**src/rtl/down_timer_if.sv**
```systemverilog
// down_timer_if: control/status bundle for the down_timer block.
//   en, start, stop, pause, periodic, loadVal : controller -> timer
//   count, busy, done                          : timer -> controller
// master modport is the controlling side, slave modport is the timer.
interface down_timer_if #(
  parameter int unsigned N = 4
);
  logic         en;
  logic         start;
  logic         stop;
  logic         pause;
  logic         periodic;
  logic [N-1:0] loadVal;
  logic [N-1:0] count;
  logic         busy;
  logic         done;

  modport master (
    output en, start, stop, pause, periodic, loadVal,
    input  count, busy, done
  );

  modport slave (
    input  en, start, stop, pause, periodic, loadVal,
    output count, busy, done
  );
endinterface

```
**src/rtl/down_timer.sv**
```systemverilog
// down_timer: programmable down-counting timer with one-shot and periodic
// (auto-reload) modes, plus pause and stop controls.
// Ports:
//   clk  : system clock, rising edge
//   rst  : asynchronous active-low reset
//   bus  : down_timer_if.slave
//          en       tick enable
//          start    pulse, loads loadVal / periodic and (re)starts
//          stop     pulse, aborts to IDLE with count cleared
//          pause    level, freezes the count while in RUN
//          periodic sampled with start, 1 = auto-reload
//          loadVal  start value, sampled with start
//          count    current count
//          busy     state is not IDLE
//          done     combinational expiry strobe
module down_timer #(
  parameter int unsigned N = 4
) (
  input logic            clk,
  input logic            rst,
  down_timer_if.slave    bus
);

  typedef enum logic [1:0] {
    IDLE   = 2'd0,
    RUN    = 2'd1,
    PAUSED = 2'd2
  } state_t;

  state_t       state, state_n;
  logic [N-1:0] count_q, count_n;
  logic [N-1:0] reload_q, reload_n;
  logic         mode_periodic_q, mode_periodic_n;
  logic         done_c;

  always_ff @(posedge clk or negedge rst) begin
    if (!rst) begin
      state           <= IDLE;
      count_q         <= '0;
      reload_q        <= '0;
      mode_periodic_q <= 1'b0;
    end else begin
      state           <= state_n;
      count_q         <= count_n;
      reload_q        <= reload_n;
      mode_periodic_q <= mode_periodic_n;
    end
  end

  // Priority: stop > start > pause > en.
  always_comb begin
    state_n         = state;
    count_n         = count_q;
    reload_n        = reload_q;
    mode_periodic_n = mode_periodic_q;
    done_c          = 1'b0;

    if (bus.stop) begin
      state_n = IDLE;
      count_n = '0;
    end else if (bus.start) begin
      state_n         = RUN;
      count_n         = bus.loadVal;
      reload_n        = bus.loadVal;
      mode_periodic_n = bus.periodic;
    end else begin
      unique case (state)
        RUN: begin
          if (bus.pause) begin
            state_n = PAUSED;
          end else if (bus.en) begin
            if (count_q != '0) begin
              count_n = count_q - 1'b1;
            end else begin
              // Expiry on the tick where the count is already zero.
              done_c = 1'b1;
              if (mode_periodic_q) begin
                count_n = reload_q;
              end else begin
                state_n = IDLE;
              end
            end
          end
        end
        PAUSED: begin
          // The release cycle only returns to RUN; no tick is taken.
          if (!bus.pause) begin
            state_n = RUN;
          end
        end
        default: begin
          state_n = IDLE;
        end
      endcase
    end
  end

  assign bus.count = count_q;
  assign bus.busy  = (state != IDLE);
  assign bus.done  = done_c;

endmodule

```
**src/flat_wrapper.sv**
```systemverilog
// flat-port wrapper written by rule: the top's interface ports become plain ports
module down_timer_flat 
#(
  parameter int unsigned N = 4
)
  (clk, rst, bus_en, bus_start, bus_stop, bus_pause, bus_periodic, bus_loadVal, bus_count, bus_busy, bus_done);
  down_timer_if #(.N(N)) bus_i ();
  input logic clk;
  input logic rst;
  input wire logic [$bits(bus_i.en)-1:0] bus_en;
  input wire logic [$bits(bus_i.start)-1:0] bus_start;
  input wire logic [$bits(bus_i.stop)-1:0] bus_stop;
  input wire logic [$bits(bus_i.pause)-1:0] bus_pause;
  input wire logic [$bits(bus_i.periodic)-1:0] bus_periodic;
  input wire logic [$bits(bus_i.loadVal)-1:0] bus_loadVal;
  output wire logic [$bits(bus_i.count)-1:0] bus_count;
  output wire logic [$bits(bus_i.busy)-1:0] bus_busy;
  output wire logic [$bits(bus_i.done)-1:0] bus_done;
  assign bus_i.en = bus_en;
  assign bus_i.start = bus_start;
  assign bus_i.stop = bus_stop;
  assign bus_i.pause = bus_pause;
  assign bus_i.periodic = bus_periodic;
  assign bus_i.loadVal = bus_loadVal;
  assign bus_count = bus_i.count;
  assign bus_busy = bus_i.busy;
  assign bus_done = bus_i.done;
  down_timer #(.N(N)) u_core (.clk(clk), .rst(rst), .bus(bus_i));
endmodule
```
**config.mk**
```make
export PLATFORM = sky130hd
export DESIGN_NAME = down_timer_flat
export DESIGN_NICKNAME = d
export VERILOG_FILES = /design/src/rtl/down_timer_if.sv /design/src/rtl/down_timer.sv /design/src/flat_wrapper.sv
export SDC_FILE = /design/constraint.sdc
export NUM_CORES = 1
export LEC_CHECK = 0
export ABC_CLOCK_PERIOD_IN_PS = 3600
export CAP_MARGIN = 20
export CORE_MARGIN = 3
export CORE_UTILIZATION = 51
export DETAILED_ROUTE_END_ITERATION = 8
export GPL_ROUTABILITY_DRIVEN = 1
export PLACE_DENSITY = 0.78
export SETUP_SLACK_MARGIN = 0.15
export SYNTH_ARGS = -nofsm -noshare
export SYNTH_HDL_FRONTEND = slang
export SYNTH_SLANG_ARGS = --single-unit
```
**constraint.sdc**
```tcl
create_clock -name clk -period 3.6 [get_ports clk]
set_clock_uncertainty 0.15 [all_clocks]
set_input_delay 1.08 -clock clk [delete_from_list [all_inputs] [get_ports clk]]
set_output_delay 1.08 -clock clk [all_outputs]
set_load 0.02 [all_outputs]
```
==> results of run 1 <==
==> layout make-up <==
type	count	area, um^2	share of cell area [%]
clock buffers	4	26.3	2.77
inverters	7	26.3	2.77
multi-input cells	54	409	43.1
flip-flops and latches	11	275	29.0
well taps	15	18.8	1.98
repair buffers	21	193	20.3
==> placed cells by master (no fill, tap or decap), types with 2 or more instances in the layout <==
cell type	Yosys	final
clkbuf_4	0	3
o21ai_0	2	2
a21oi_1	5	5
nor4b_1	2	2
ha_1	5	5
mux2_1	2	2
inv_1	7	7
dfrtp_1	11	11
nand2_1	7	7
nor2b_1	2	2
o21a_1	2	2
nor3_1	2	2
o21ai_2	2	2
nor2_1	3	3
buf_4	0	5
mux2_2	2	2
clkdlybuf4s50_1	0	15
a211oi_2	2	2
==> cell families (layout without fill, tap and decap cells) <==
family	Yosys count	count (layout)	share of synthesized area [%]
simple gates	25	25	20.4
buf+inv	10	32	7.13
fa+ha+maj	5	5	8.49
flops	11	11	37.4
mux	4	4	6.11
compound gates	20	20	20.5
==> metrics by stage <==
step / instance area [um^2] / instances / power, mW / hold slack [ps]
2_1_floorplan: 737 / 75 / 0.243 / 329
3_3_place_gp: 927 / 108 / 0.288 / 343
3_5_place_dp: 927 / 108 / 0.292 / 348
4_1_cts: 952 / 112 / 0.378 / 364
5_1_grt: 948 / 112 / 0.399 / 379
6_report: 948 / 112 / 0.375 / 365
==> per-layer routing <==
layer | vias to the layer above | routed length, um | global-route usage [%]
li1 | 315 | - | -
met4 | 0 | 31 | 11.4
met1 | 309 | 744 | 24.2
met5 | - | 0 | 0
met2 | 23 | 738 | 30.8
met3 | 4 | 103 | 2.44
==> state kept, by name (all words and copies together), names as in the netlist <==
| register | flops |
|---|---|
| u_core.state | 2 |
| u_core.reload_q | 4 |
| u_core.mode_periodic_q | 1 |
| u_core.bus.count | 4 |
==> power by group through the flow <==
| stage | combinational (mW) | clock [mW] | sequential, mW |
|---|---|---|---|
| 4_1_cts | 0.131 | 0.0881 | 0.159 |
| 3_3_place_gp | 0.127 | 0 | 0.161 |
| 2_1_floorplan | 0.0805 | 0 | 0.163 |
| 3_5_place_dp | 0.131 | 0 | 0.161 |
| 6_report | 0.130 | 0.0854 | 0.160 |
| 5_1_grt | 0.142 | 0.0954 | 0.162 |
==> synthesized netlist by cell type (all sizes together) <==
library cell	n
buf	2
nand3b	1
a211oi	2
inv	7
a311oi	1
nand2b	1
nand4	1
o41ai	1
or3	1
nor3	2
nor3b	1
o31ai	1
ha	5
a21o	1
dfrtp	11
mux2	4
a22o	1
nor2b	2
o21a	3
nor2	3
o21ai	4
nor4	1
or3b	1
a21oi	5
o22a	1
nand2	7
or2	1
nor4b	3
clkbuf	1
==> path summary, 6_finish.rpt <==
check                                                start                               to  cells past startpoint
min reg2reg                 u_core.reload_q[1]$_DFFE_PN0P_   u_core.reload_q[1]$_DFFE_PN0P_                      1
min                         u_core.reload_q[1]$_DFFE_PN0P_   u_core.reload_q[1]$_DFFE_PN0P_                      1
min in group asynchronous                              rst      u_core.state[1]$_DFFE_PN0P_                      1
max reg2reg                u_core.bus.count[0]$_DFFE_PN0P_  u_core.bus.count[1]$_DFFE_PN0P_                      7
max in group asynchronous                              rst   u_core.reload_q[1]$_DFFE_PN0P_                      1
max                                              bus_pause                         bus_done                      4
==> worst max-delay path, delay by kind of cell <==
kind                   cells  cell delay (ps)
buffers and inverters      2              630
AND/OR/NAND/NOR            2              360
==> what timing repair did <==
item	4_1_cts	5_1_grt
gates cloned	0	0
endpoints found under the setup margin	1	1
resized for setup	1	3
==> reports/qor.yml, run 1 <==
start_util_pct: 55.3
vdd.ir_drop.worst_mv: 0.210
endpoint_kind: "primary output"
cts_sinks: 11
cap_violations: 0
antenna_found_initial: 0
pre_cts_slack_ps: -114
post_drt_wl_per_cell_um: 14.4
nets: 114
pwr-share-comb_pct: 34.7
critPathKind: "in -> out"
grt_pass1_vias: 633
max_freq_mhz: 303
post-dp-hpwl_um: 1250
grt_max_degree: 12
startpoint_type: "input pin"
clk_path_buf_depth: 2
clk_latency_ps: 270
grt_overflow_total: 0
synth.cell_area_um2: 737
grt_pass1_wl_um: 2700
syn_area_per_cell_um2: 9.83
setup_tns_ps: 0
yosysWarnings: 0
n_fill_cell: 107
std_cell_rows: 13
viasPerCell: 5.81
core_area_mm2: 0.00133
relSlewSlack_pct: 65.6
r2r_setup_slack_ps: 1640
io_pins: 17
yosys-top-cells-area: "dfrtp_1, ha_1, inv_1"
gr-usage-all-layers_pct: 19.1
cts_made_buffers: 3
cpPeakStageDelay_ps: 410
timing.final.ws_setup_ps: 303
p_per_area_mw_per_mm2: 395
p_sw_uw: 122
worst_setup_hold_path_clk_slew_ps: 70
synthesis.nets: 91
cts_htree_levels: 1
io_buffers: 16
drive_gt1_share_pct: 18.6
yosysSeqAreaShare_pct: 37.4
worstMarginPinSlew_ps: 514
num_vias: 651
switching_share_pct: 32.6
ys_types: 33
status: "completed"
synth_cells: 75
slew_violations: 0
crit_fanout: 2
wl_um: 1620
cts_tree: "yes"
leakagePower_nw: 0.406
die_w_um: 44.0
globalplace.congestion: 0.809
cts_setup_buffers: 0
setup_viol: 0
root_buffer: "clkbuf_4"
synth_seq_cells: 11
dr.pass1.iters: 4
intPower_uw: 253
layout_min_cycle_time_ps: 3300
cp.required_ps: 2370
critPathSlowestCell: "clkdlybuf4s50_1"
fin_util_pct: 71.1
hp-class: "reg -> reg"
postRouteAntennaNets: 0
netlist.area_leader.share_pct: 37.4
area.growth.synth_to_final_pct: 28.7
ctsHoldBuffers: 0
period_share_pct: 91.6
diodes: 0
power_frac_clock_pct: 22.8
die_h_um: 44.0
dieArea_mm2: 0.00194
rsz0062_at_grt: "false"
synth_top_cell_by_area: "dfrtp_1"
route.detailed.drc: 0
drt_iter0_markers: 22
arrival_ps: 2070
final_hold_viol_count: 0
crit_chain: "clkdlybuf4s50_1 -> nand3b_1 -> nor4_1 -> clkbuf_2"
power_frac_seq_pct: 42.5
No activity file was read; power rests on OpenSTA's default activity.
==> run 2: changes to the inputs <==
MAX_ROUTING_LAYER = met4   (was default)
==> reports/qor.yml, run 2 (synthesis gave the netlist of run 1 again) <==
status: "completed"  # unchanged
layout_common_cells: "clkdlybuf4s50_1, dfrtp_1, inv_1, nand2_1"  # unchanged
r2r_start: "u_core.bus.count[0]$_DFFE_PN0P_"  # unchanged
fin_util_pct: 71.1  # unchanged
endpoint_kind: "primary output"  # unchanged
core_area_mm2: 0.00133  # unchanged
relSlewSlack_pct: 65.6  # about the same
nets: 114  # unchanged
cts_sinks: 11  # unchanged
viasPerCell: 5.79  # was 5.81
postRouteAntennaNets: 0  # unchanged
hp-class: "reg -> reg"  # unchanged
antenna_found_initial: 0  # unchanged
cpPeakStageDelay_ps: 410  # about the same
grt_max_degree: 12  # unchanged
wl_um: 1620  # about the same
num_vias: 649  # was 651
gr-usage-all-layers_pct: 19.7  # was 19.1%
final_common_cell: "clkdlybuf4s50_1"  # unchanged
io_buffers: 16  # unchanged
grt_overflow_total: 0  # unchanged
placed_cell_area_um2: 927  # unchanged
drive_gt1_share_pct: 18.6  # unchanged
timing.final.ws_setup_ps: 307  # was 303 ps
cts_made_buffers: 3  # unchanged
clk_latency_ps: 270  # about the same
rsz0062_at_grt: "false"  # unchanged
post-dp-hpwl_um: 1250  # unchanged
grt_pass1_vias: 634  # was 633
vdd.ir_drop.worst_mv: 0.211  # was 0.210 mV
critPathSlowestCell: "clkdlybuf4s50_1"  # unchanged
start_util_pct: 55.3  # unchanged
std_cell_rows: 13  # unchanged
drt_iter0_markers: 12  # was 22
startpoint_type: "input pin"  # unchanged
diodes: 0  # unchanged
cts_tree: "yes"  # unchanged
ctsHoldBuffers: 0  # unchanged
post_drt_wl_per_cell_um: 14.4  # about the same
route.detailed.drc: 0  # unchanged
total_power_uw: 377  # was 375 uW
crit_family: "buffers and inverters"  # unchanged
leakagePower_nw: 0.406  # unchanged
worstMarginPinSlew_ps: 515  # was 514 ps
cp_num_buf_inv: 2  # unchanged
dieArea_mm2: 0.00194  # unchanged
globalplace.congestion: 0.821  # was 0.809
p_per_area_mw_per_mm2: 397  # was 395 mW/mm^2
die_w_um: 44.0  # unchanged
cts_htree_levels: 1  # unchanged
clk_path_buf_depth: 2  # unchanged
layout_min_cycle_time_ps: 3290  # was 3300 ps
area.growth.synth_to_final_pct: 28.7  # unchanged
slew_violations: 0  # unchanged
critPathLaunch: "bus_pause"  # unchanged
cp.required_ps: 2370  # about the same
root_buffer: "clkbuf_4"  # unchanged
dr.pass1.iters: 4  # unchanged
critPathKind: "in -> out"  # unchanged
cts_setup_buffers: 0  # unchanged
die_h_um: 44.0  # unchanged
final_hold_viol_count: 0  # unchanged
cap_violations: 0  # unchanged
setup_viol: 0  # unchanged
hold_path.startpoint: "u_core.reload_q[1]$_DFFE_PN0P_"  # unchanged
worst_setup_hold_path_clk_slew_ps: 70  # about the same
crit_fanout: 2  # unchanged
arrival_ps: 2060  # was 2070 ps
grt_pass1_wl_um: 2720  # was 2700 um
io_pins: 17  # unchanged
crit_chain: "clkdlybuf4s50_1 -> nand3b_1 -> nor4_1 -> clkbuf_2"  # unchanged
period_share_pct: 91.5  # was 91.6%
pre_cts_slack_ps: -114  # unchanged
max_freq_mhz: 304  # was 303 MHz
fin_area_um2: 948  # unchanged
## run 2: worst register-to-register path, delay by kind of cell (launching register included)
kind                     cells  cell delay (ps)
flip-flops                   1              450
AND/OR/NAND/NOR              2              430
AO/OA/AOI/OAI                2              400
buffers and inverters        2              240
adder cells (fa/ha/maj)      1              210
## run 2: area by class of cell
| cell class | count | area [um^2] |
|---|---|---|
| multi-input combinational | 54 | 409 |
| fill | 107 | 385 |
| sequential | 11 | 275 |
| timing repair buffer | 21 | 193 |
| clock buffer | 4 | 26.3 |
| inverter | 7 | 26.3 |
| tap | 15 | 18.8 |
## run 2: per-layer routing
layer / vias up / wire [um] / GRT usage [%]
li1: 317 / - / -
met1: 313 / 773 / 24.4
met2: 15 / 731 / 30.8
met3: 4 / 77 / 2.44
met4: 0 / 34 / 11.4
met5: - / 0 / -
## run 2: where the power goes
part | leakage, nW | total [mW] | switching (mW) | internal [mW]
logic | 0.253 | 0.130 | 0.0593 | 0.0707
clock network | 0.0150 | 0.0869 | 0.0440 | 0.0429
registers | 0.138 | 0.160 | 0.0205 | 0.139
total | 0.406 | 0.377 | 0.124 | 0.253
## run 2: path summary, 6_finish.rpt
| path | slack, ps | endpoint | cells after the start |
|---|---|---|---|
| hold reg to reg | 360 | u_core.reload_q[1]$_DFFE_PN0P_ | 1 |
| setup reg to reg | 1650 | u_core.bus.count[1]$_DFFE_PN0P_ | 7 |
| max in group asynchronous | 1960 | u_core.reload_q[1]$_DFFE_PN0P_ | 1 |
| hold / removal | 360 | u_core.reload_q[1]$_DFFE_PN0P_ | 1 |
| setup / recovery | 310 | bus_done | 4 |
| min in group asynchronous | 1000 | u_core.state[1]$_DFFE_PN0P_ | 1 |
## run 2: stage by stage
step	setup TNS [ps]	hold slack [ps]	instances
after floorplan	0	329	75
after global placement	-110	343	108
after detailed placement	-114	348	108
after CTS	0	364	112
after global routing	0	379	112
final	0	364	112
## run 2: what timing repair did
action,CTS,global route
resized for setup,1,3
setup endpoints to repair,1,1
pin swaps,0,0
==> run 3: changes to the inputs <==
CAP_MARGIN = 30   (was 20)
==> results of run 3 <==
Final layout, timing and power as in run 2 (identical DEF).
